**src/rtl/midi_preset_bank.sv**
```systemverilog
// midi_preset_bank: N-slot MIDI preset store, loaded from SPI flash after reset, with learn/recall.
// Optional feature macro: CHANNEL_OVERRIDE_EN (adds channel_i, replaces the recalled status low nibble).
module midi_preset_bank #(
  parameter int unsigned BUTTONS_CNT = 4,
  parameter logic [23:0] BASE_ADDR   = 24'h1ffd80,
  parameter int unsigned MAX_RETRY   = 3,
  parameter int unsigned ACK_TIMEOUT = 4096
) (
  input  logic                   clk,
  input  logic                   rst,
  input  logic [3:0]             btn_index,
  input  logic                   btn_valid,
  input  logic                   save_mode,
  input  logic                   midi_in_valid,
  input  logic [7:0]             status_in,
  input  logic [7:0]             data1_in,
  input  logic [7:0]             data2_in,
  input  logic [1:0]             bytes_cnt_in,
`ifdef CHANNEL_OVERRIDE_EN
  input  logic [3:0]             channel_i,
`endif
  output logic [23:0]            spi_adr_o,
  output logic                   spi_we_o,
  output logic                   spi_stb_o,
  input  logic [31:0]            spi_dat_i,
  input  logic                   spi_ack_i,
  input  logic                   spi_rty_i,
  input  logic                   cmd_busy_i,
  output logic [7:0]             status,
  output logic [7:0]             data1,
  output logic [7:0]             data2,
  output logic [7:0]             cmd_bits_cnt,
  output logic                   cmd_trigger_out,
  output logic [BUTTONS_CNT-1:0] slot_valid,
  output logic                   load_done,
  output logic                   load_fail
);

  localparam int unsigned TW        = $clog2(ACK_TIMEOUT + 1);
  localparam int unsigned RW        = $clog2(MAX_RETRY + 2);
  localparam logic [TW-1:0] TMO_LAST  = TW'(ACK_TIMEOUT - 1);
  localparam logic [RW-1:0] RETRY_MAX = RW'(MAX_RETRY);
  localparam logic [3:0]    SLOT_LAST = 4'(BUTTONS_CNT - 1);

  typedef enum logic [1:0] {S_LOAD_REQ, S_LOAD_WAIT, S_LOAD_GAP, S_IDLE} state_t;

  state_t                 r_state;
  logic [3:0]             r_slot;
  logic [RW-1:0]          r_retry;
  logic [TW-1:0]          r_tmo;
  logic                   r_advance;
  logic [31:0]            r_mem [BUTTONS_CNT];
  logic                   r_pend;
  logic [31:0]            r_pend_word;
  logic                   r_q_vld;
  logic [BUTTONS_CNT-1:0] r_q_1h;

  logic [BUTTONS_CNT-1:0] w_btn_1h;
  logic [31:0]            w_btn_word;
  logic [31:0]            w_q_word;
  logic [31:0]            w_in_word;
  logic [31:0]            w_learn_word;
  logic [31:0]            w_out_word;
  logic [7:0]             w_out_status;
  logic                   w_idle;
  logic                   w_btn_in;
  logic                   w_learn;
  logic                   w_recall;
  logic                   w_q_issue;
  logic                   w_now;
  logic                   w_word_ok;
  logic                   w_tmo;
  logic [RW-1:0]          w_retry_inc;
  logic [23:0]            w_load_adr;

  assign spi_we_o = 1'b0;

  // Button index decoded one-hot so slot lookups never index past BUTTONS_CNT.
  always_comb begin
    w_btn_1h   = '0;
    w_btn_word = '0;
    w_q_word   = '0;
    for (int unsigned i = 0; i < BUTTONS_CNT; i++) begin
      if (btn_index == 4'(i + 1)) begin
        w_btn_1h[i] = 1'b1;
        w_btn_word  = r_mem[i];
      end
      if (r_q_1h[i]) w_q_word = r_mem[i];
    end
  end

  assign w_in_word    = {status_in, data1_in, data2_in, 8'(bytes_cnt_in) * 8'd10};
  assign w_learn_word = midi_in_valid ? w_in_word : r_pend_word;
  assign w_idle       = (r_state == S_IDLE);
  assign w_btn_in     = |w_btn_1h;
  assign w_learn      = w_idle && btn_valid && save_mode && w_btn_in && (midi_in_valid || r_pend);
  assign w_recall     = w_idle && btn_valid && !save_mode && |(w_btn_1h & slot_valid);
  assign w_q_issue    = w_idle && r_q_vld && !cmd_busy_i;
  assign w_now        = w_recall && !cmd_busy_i && !w_q_issue;
  assign w_out_word   = w_q_issue ? w_q_word : w_btn_word;
`ifdef CHANNEL_OVERRIDE_EN
  assign w_out_status = {w_out_word[31:28], channel_i};
`else
  assign w_out_status = w_out_word[31:24];
`endif
  assign w_word_ok    = spi_dat_i[31] &&
                        (spi_dat_i[7:0] == 8'd10 || spi_dat_i[7:0] == 8'd20 || spi_dat_i[7:0] == 8'd30);
  assign w_tmo        = (r_tmo == TMO_LAST);
  assign w_retry_inc  = r_retry + RW'(1);
  assign w_load_adr   = BASE_ADDR + {18'd0, r_slot, 2'b00};

  always_ff @(posedge clk) begin
    if (rst) begin
      r_state         <= S_LOAD_REQ;
      r_slot          <= '0;
      r_retry         <= '0;
      r_tmo           <= '0;
      r_advance       <= 1'b0;
      r_pend          <= 1'b0;
      r_pend_word     <= '0;
      r_q_vld         <= 1'b0;
      r_q_1h          <= '0;
      spi_adr_o       <= '0;
      spi_stb_o       <= 1'b0;
      status          <= '0;
      data1           <= '0;
      data2           <= '0;
      cmd_bits_cnt    <= '0;
      cmd_trigger_out <= 1'b0;
      slot_valid      <= '0;
      load_done       <= 1'b0;
      load_fail       <= 1'b0;
    end else begin
      cmd_trigger_out <= 1'b0;
      if (w_learn) begin
        r_pend <= 1'b0;
      end else if (midi_in_valid) begin
        r_pend      <= 1'b1;
        r_pend_word <= w_in_word;
      end

      case (r_state)
        S_LOAD_REQ: begin
          spi_stb_o <= 1'b1;
          spi_adr_o <= w_load_adr;
          r_tmo     <= '0;
          r_state   <= S_LOAD_WAIT;
        end
        S_LOAD_WAIT: begin
          if (spi_ack_i) begin
            spi_stb_o <= 1'b0;
            for (int unsigned i = 0; i < BUTTONS_CNT; i++) begin
              if (r_slot == 4'(i)) begin
                r_mem[i]      <= spi_dat_i;
                slot_valid[i] <= w_word_ok;
              end
            end
            r_advance <= 1'b1;
            r_state   <= S_LOAD_GAP;
          end else if (spi_rty_i || w_tmo) begin
            spi_stb_o <= 1'b0;
            if (w_retry_inc <= RETRY_MAX) begin
              r_retry   <= w_retry_inc;
              r_advance <= 1'b0;
            end else begin
              load_fail <= 1'b1;
              r_advance <= 1'b1;
            end
            r_state <= S_LOAD_GAP;
          end else begin
            r_tmo <= r_tmo + TW'(1);
          end
        end
        S_LOAD_GAP: begin
          if (!spi_ack_i && !spi_rty_i) begin
            if (r_advance) begin
              r_retry <= '0;
              if (r_slot == SLOT_LAST) begin
                load_done <= 1'b1;
                r_state   <= S_IDLE;
              end else begin
                r_slot  <= r_slot + 4'd1;
                r_state <= S_LOAD_REQ;
              end
            end else begin
              r_state <= S_LOAD_REQ;
            end
          end
        end
        S_IDLE: begin
          if (w_learn) begin
            for (int unsigned i = 0; i < BUTTONS_CNT; i++) begin
              if (w_btn_1h[i]) begin
                r_mem[i]      <= w_learn_word;
                slot_valid[i] <= 1'b1;
              end
            end
          end
          if (w_q_issue || w_now) begin
            status          <= w_out_status;
            data1           <= w_out_word[23:16];
            data2           <= w_out_word[15:8];
            cmd_bits_cnt    <= w_out_word[7:0];
            cmd_trigger_out <= 1'b1;
          end
          // A press that cannot go out this cycle (busy, or queue draining) parks in the queue.
          if (w_recall && (cmd_busy_i || w_q_issue)) begin
            r_q_vld <= 1'b1;
            r_q_1h  <= w_btn_1h;
          end else if (w_q_issue) begin
            r_q_vld <= 1'b0;
          end
        end
        default: r_state <= S_LOAD_REQ;
      endcase
    end
  end

endmodule

```
**config.mk**
```make
export PLATFORM = sky130hd
export DESIGN_NAME = midi_preset_bank
export DESIGN_NICKNAME = d
export VERILOG_FILES = /design/src/rtl/midi_preset_bank.sv
export SDC_FILE = /design/constraint.sdc
export NUM_CORES = 1
export LEC_CHECK = 0
export CAP_MARGIN = 30
export CELL_PAD_IN_SITES_DETAIL_PLACEMENT = 0
export CELL_PAD_IN_SITES_GLOBAL_PLACEMENT = 1
export CORE_UTILIZATION = 36
export CTS_CLUSTER_SIZE = 12
export DETAILED_ROUTE_END_ITERATION = 10
export PLACE_DENSITY_LB_ADDON = 0.1
export SLEW_MARGIN = 10
export SYNTH_ARGS = -nofsm -noshare
export SYNTH_HDL_FRONTEND = slang
export SYNTH_SLANG_ARGS = --single-unit
```
**constraint.sdc**
```tcl
create_clock -name clk -period 2.9 [get_ports clk]
set_input_delay 0.435 -clock clk [delete_from_list [all_inputs] [get_ports clk]]
set_output_delay 0.435 -clock clk [all_outputs]
set_load 0.01 [all_outputs]
```
==> reports/qor.txt <==
std cell rows: 66
antenna violations before repair: 1
Yosys cell types: 68
worst reg2reg path depth: 7
via count: 9274
clock-pin slew on the worst setup and hold paths: 0.06 ns
postcts setup bufs: 0
Setup TNS: 0 ns
PwrDens: 525 mW/mm2
cell taking the most area after synthesis: edfxtp_1
Peak supply drop: 0.416 mV
syn avg cell area: 9.77 um2
Max transition margin: 44.3%
placed instance count: 1735
Synth Flop Type: edfxtp_1
Tot GR Track Use: 20.9%
Non-Filler Instances: 1785
Congestion Overflow GR: 0
Top-Level Pins: 135
Die X: 184 um
Leakage: 0.00490 uW
CTS tree: yes
fin crit period: 2.47 ns
initial DRC count: 554
Tcrit/Tclk final: 85.1%
Arrival @ worst endpoint: 2.92 ns
commonest cells after routing, fill and taps aside: 197 x nor2_1, 135 x a21oi_1, 128 x edfxtp_1
sw frac: 24.8%
hold-fix buffers at CTS: 0
Pint: 5750 uW
#FFs+latches synth: 234
sequential power share: 47.4%
CTS sink cnt: 234
share of the yosys chip area belonging to registers: 50.2%
clk_skew: 0.00837 ns
port bufs: 126
number of global-route vias before repair: 9188
Worst Tran Pin Value: 0.835 ns
asr flop ratio synth: 0%
Die Y: 184 um
Pins Over Slew Limit: 0
Gate power share: 11.1%
Hold WC Path Type: primary input to flop
per-cell routed wire length: 19.5 um
cts repair resizes: 0
commonest non-fill, non-tap cell in the layout: nor2_1
final hold slack: 0.169 ns
max_cap viols: 0
RD Place Congestion: 0.812
Critical Path End Type: flop
type of element launching the critical path: flop
HPWL after DPL: 22800 um
Post-Syn Area: 0.0119 mm2
CP Data Required Time: 3.35 ns
H-tree depth: 1
pre-CTS WS: 0.105 ns
Clock power frac: 41.4%
total wire length: 34900 um
nets: 1404
vias per inst: 5.20
outcome: completed
Ys Warns: 0
fmax: 405 MHz
CP Class: flop to flop
Hold Path Cell Cnt: 2
Critical Path Fanout Max: 17
final hold vios: 0
Total Die Area: 0.0338 mm2
area share of the largest cell type after synthesis: 32.3%
ratio of cells with drive above 1 in the final layout: 13.1%
layout overhead on the synthesized area: 22.4%
drt pass-1 iters: 5
Longest Clk Path Bufs: 3
RSZ-0062 raised after global routing: false
CTS Buf Count: 27
post-route ant nets: 0
Initial Util: 36.6%
top cells by area, synth: edfxtp_1 32%, dfxtp_1 18%, nor2_1 6.2%
PnR Total Power: 7650 uW
Clock Latency Late Sink: 0.53 ns
first-pass GRT wire length: 54200 um
Final setup viols: 0
largest net degree at the start of global routing: 61
Psw: 1890 uW
Fillers: 3155
core area: 0.0325 mm2
CTS Root Cell: clkbuf_16
Final WS setup: 0.431 ns
Post-Syn Instances: 1218
EDFF count, synth: 128
DRC viols: 0
==> kinds of logic after synthesis <==
group,Yosys count,synth area share (%)
simple gates,500,20.8
compound gates,262,17.1
flops,234,50.2
buf+inv,154,6.14
mux,45,3.80
fa+ha+maj,12,1.26
xor+xnor,10,0.736
other cells,1,0.0315
==> power groups by stage <==
stage | Sequential, uW | Clock [uW] | Combinational (uW)
final | 3630 | 3170 | 852
after global routing | 3640 | 3370 | 935
after CTS | 3630 | 3250 | 858
after detailed placement | 3700 | 0 | 855
after global placement | 3700 | 0 | 852
after floorplan | 3690 | 0 | 500
==> sequential cells by signal, summed over array words and instances, names as in the netlist, 5 cells and up <==
name and flops:
r_mem 128, r_pend_word 32, r_tmo 13, cmd_bits_cnt 8, data1 8, data2 8
status 8, spi_adr_o 5
==> metal layers <==
| layer | part of all wire (%) | up-vias | track usage, % |
|---|---|---|---|
| met1 | 45 | 4465 | 27.9 |
| met5 | 0 | - | 0 |
| met3 | 5.2 | 38 | 3.74 |
| met2 | 48 | 206 | 35.2 |
| li1 | - | 4565 | - |
| met4 | 1.9 | 0 | 4.67 |
==> cells in the mapped netlist, drive strengths merged (5+ instances only) <==
master / n
nor2: 198
a21oi: 137
edfxtp: 128
dfxtp: 106
nand2: 85
nor2b: 70
a221oi: 63
clkbuf: 59
buf: 53
nor3: 45
mux2i: 44
inv: 42
nor4: 42
a211oi: 31
ha: 12
o21ai: 12
and2: 8
nand4: 7
nor3b: 6
or2: 6
xor2: 6
or3: 5
==> metrics by stage <==
stage                     utilization, %  instance area [um2]
after floorplan                        -                11900
after CTS                           44.7                14600
after global placement              42.3                13700
final                               44.7                14600
after global routing                44.7                14600
after detailed placement            42.3                13700
==> critical path: stages, from the launching register on <==
cell      delay (ns)
dfxtp_1         0.38
ha_1            0.30
nand3b_1        0.37
or2_1           0.37
buf_4           0.23
nor3_1          0.40
a21oi_1         0.10
a221oi_2        0.24
==> path summary, 6_finish.rpt <==
check	slack, ns	from	endpoint
max	0.43	r_state[0]$_SDFFE_PP0P_	data1[5]$_SDFFE_PP0P_
min	0.17	rst	r_q_vld$_SDFFE_PP0P_
max reg2reg	0.43	r_state[0]$_SDFFE_PP0P_	data1[5]$_SDFFE_PP0P_
min reg2reg	0.45	r_pend_word[0]$_SDFFE_PP0P_	r_pend_word[0]$_SDFFE_PP0P_
==> cell type report <==
class / count / area (um2) / area share, %
Sequential cell: 234 / 5970 / 41.0
Multi-Input combinational cell: 837 / 5250 / 36.1
Timing Repair Buffer: 180 / 1820 / 12.5
Clock buffer: 38 / 727 / 4.99
Tap cell: 442 / 553 / 3.80
Inverter: 42 / 158 / 1.08
Clock inverter: 11 / 76.3 / 0.524
Antenna cell: 1 / 2.50 / 0.0172
(Power assumes the default switching activity.)
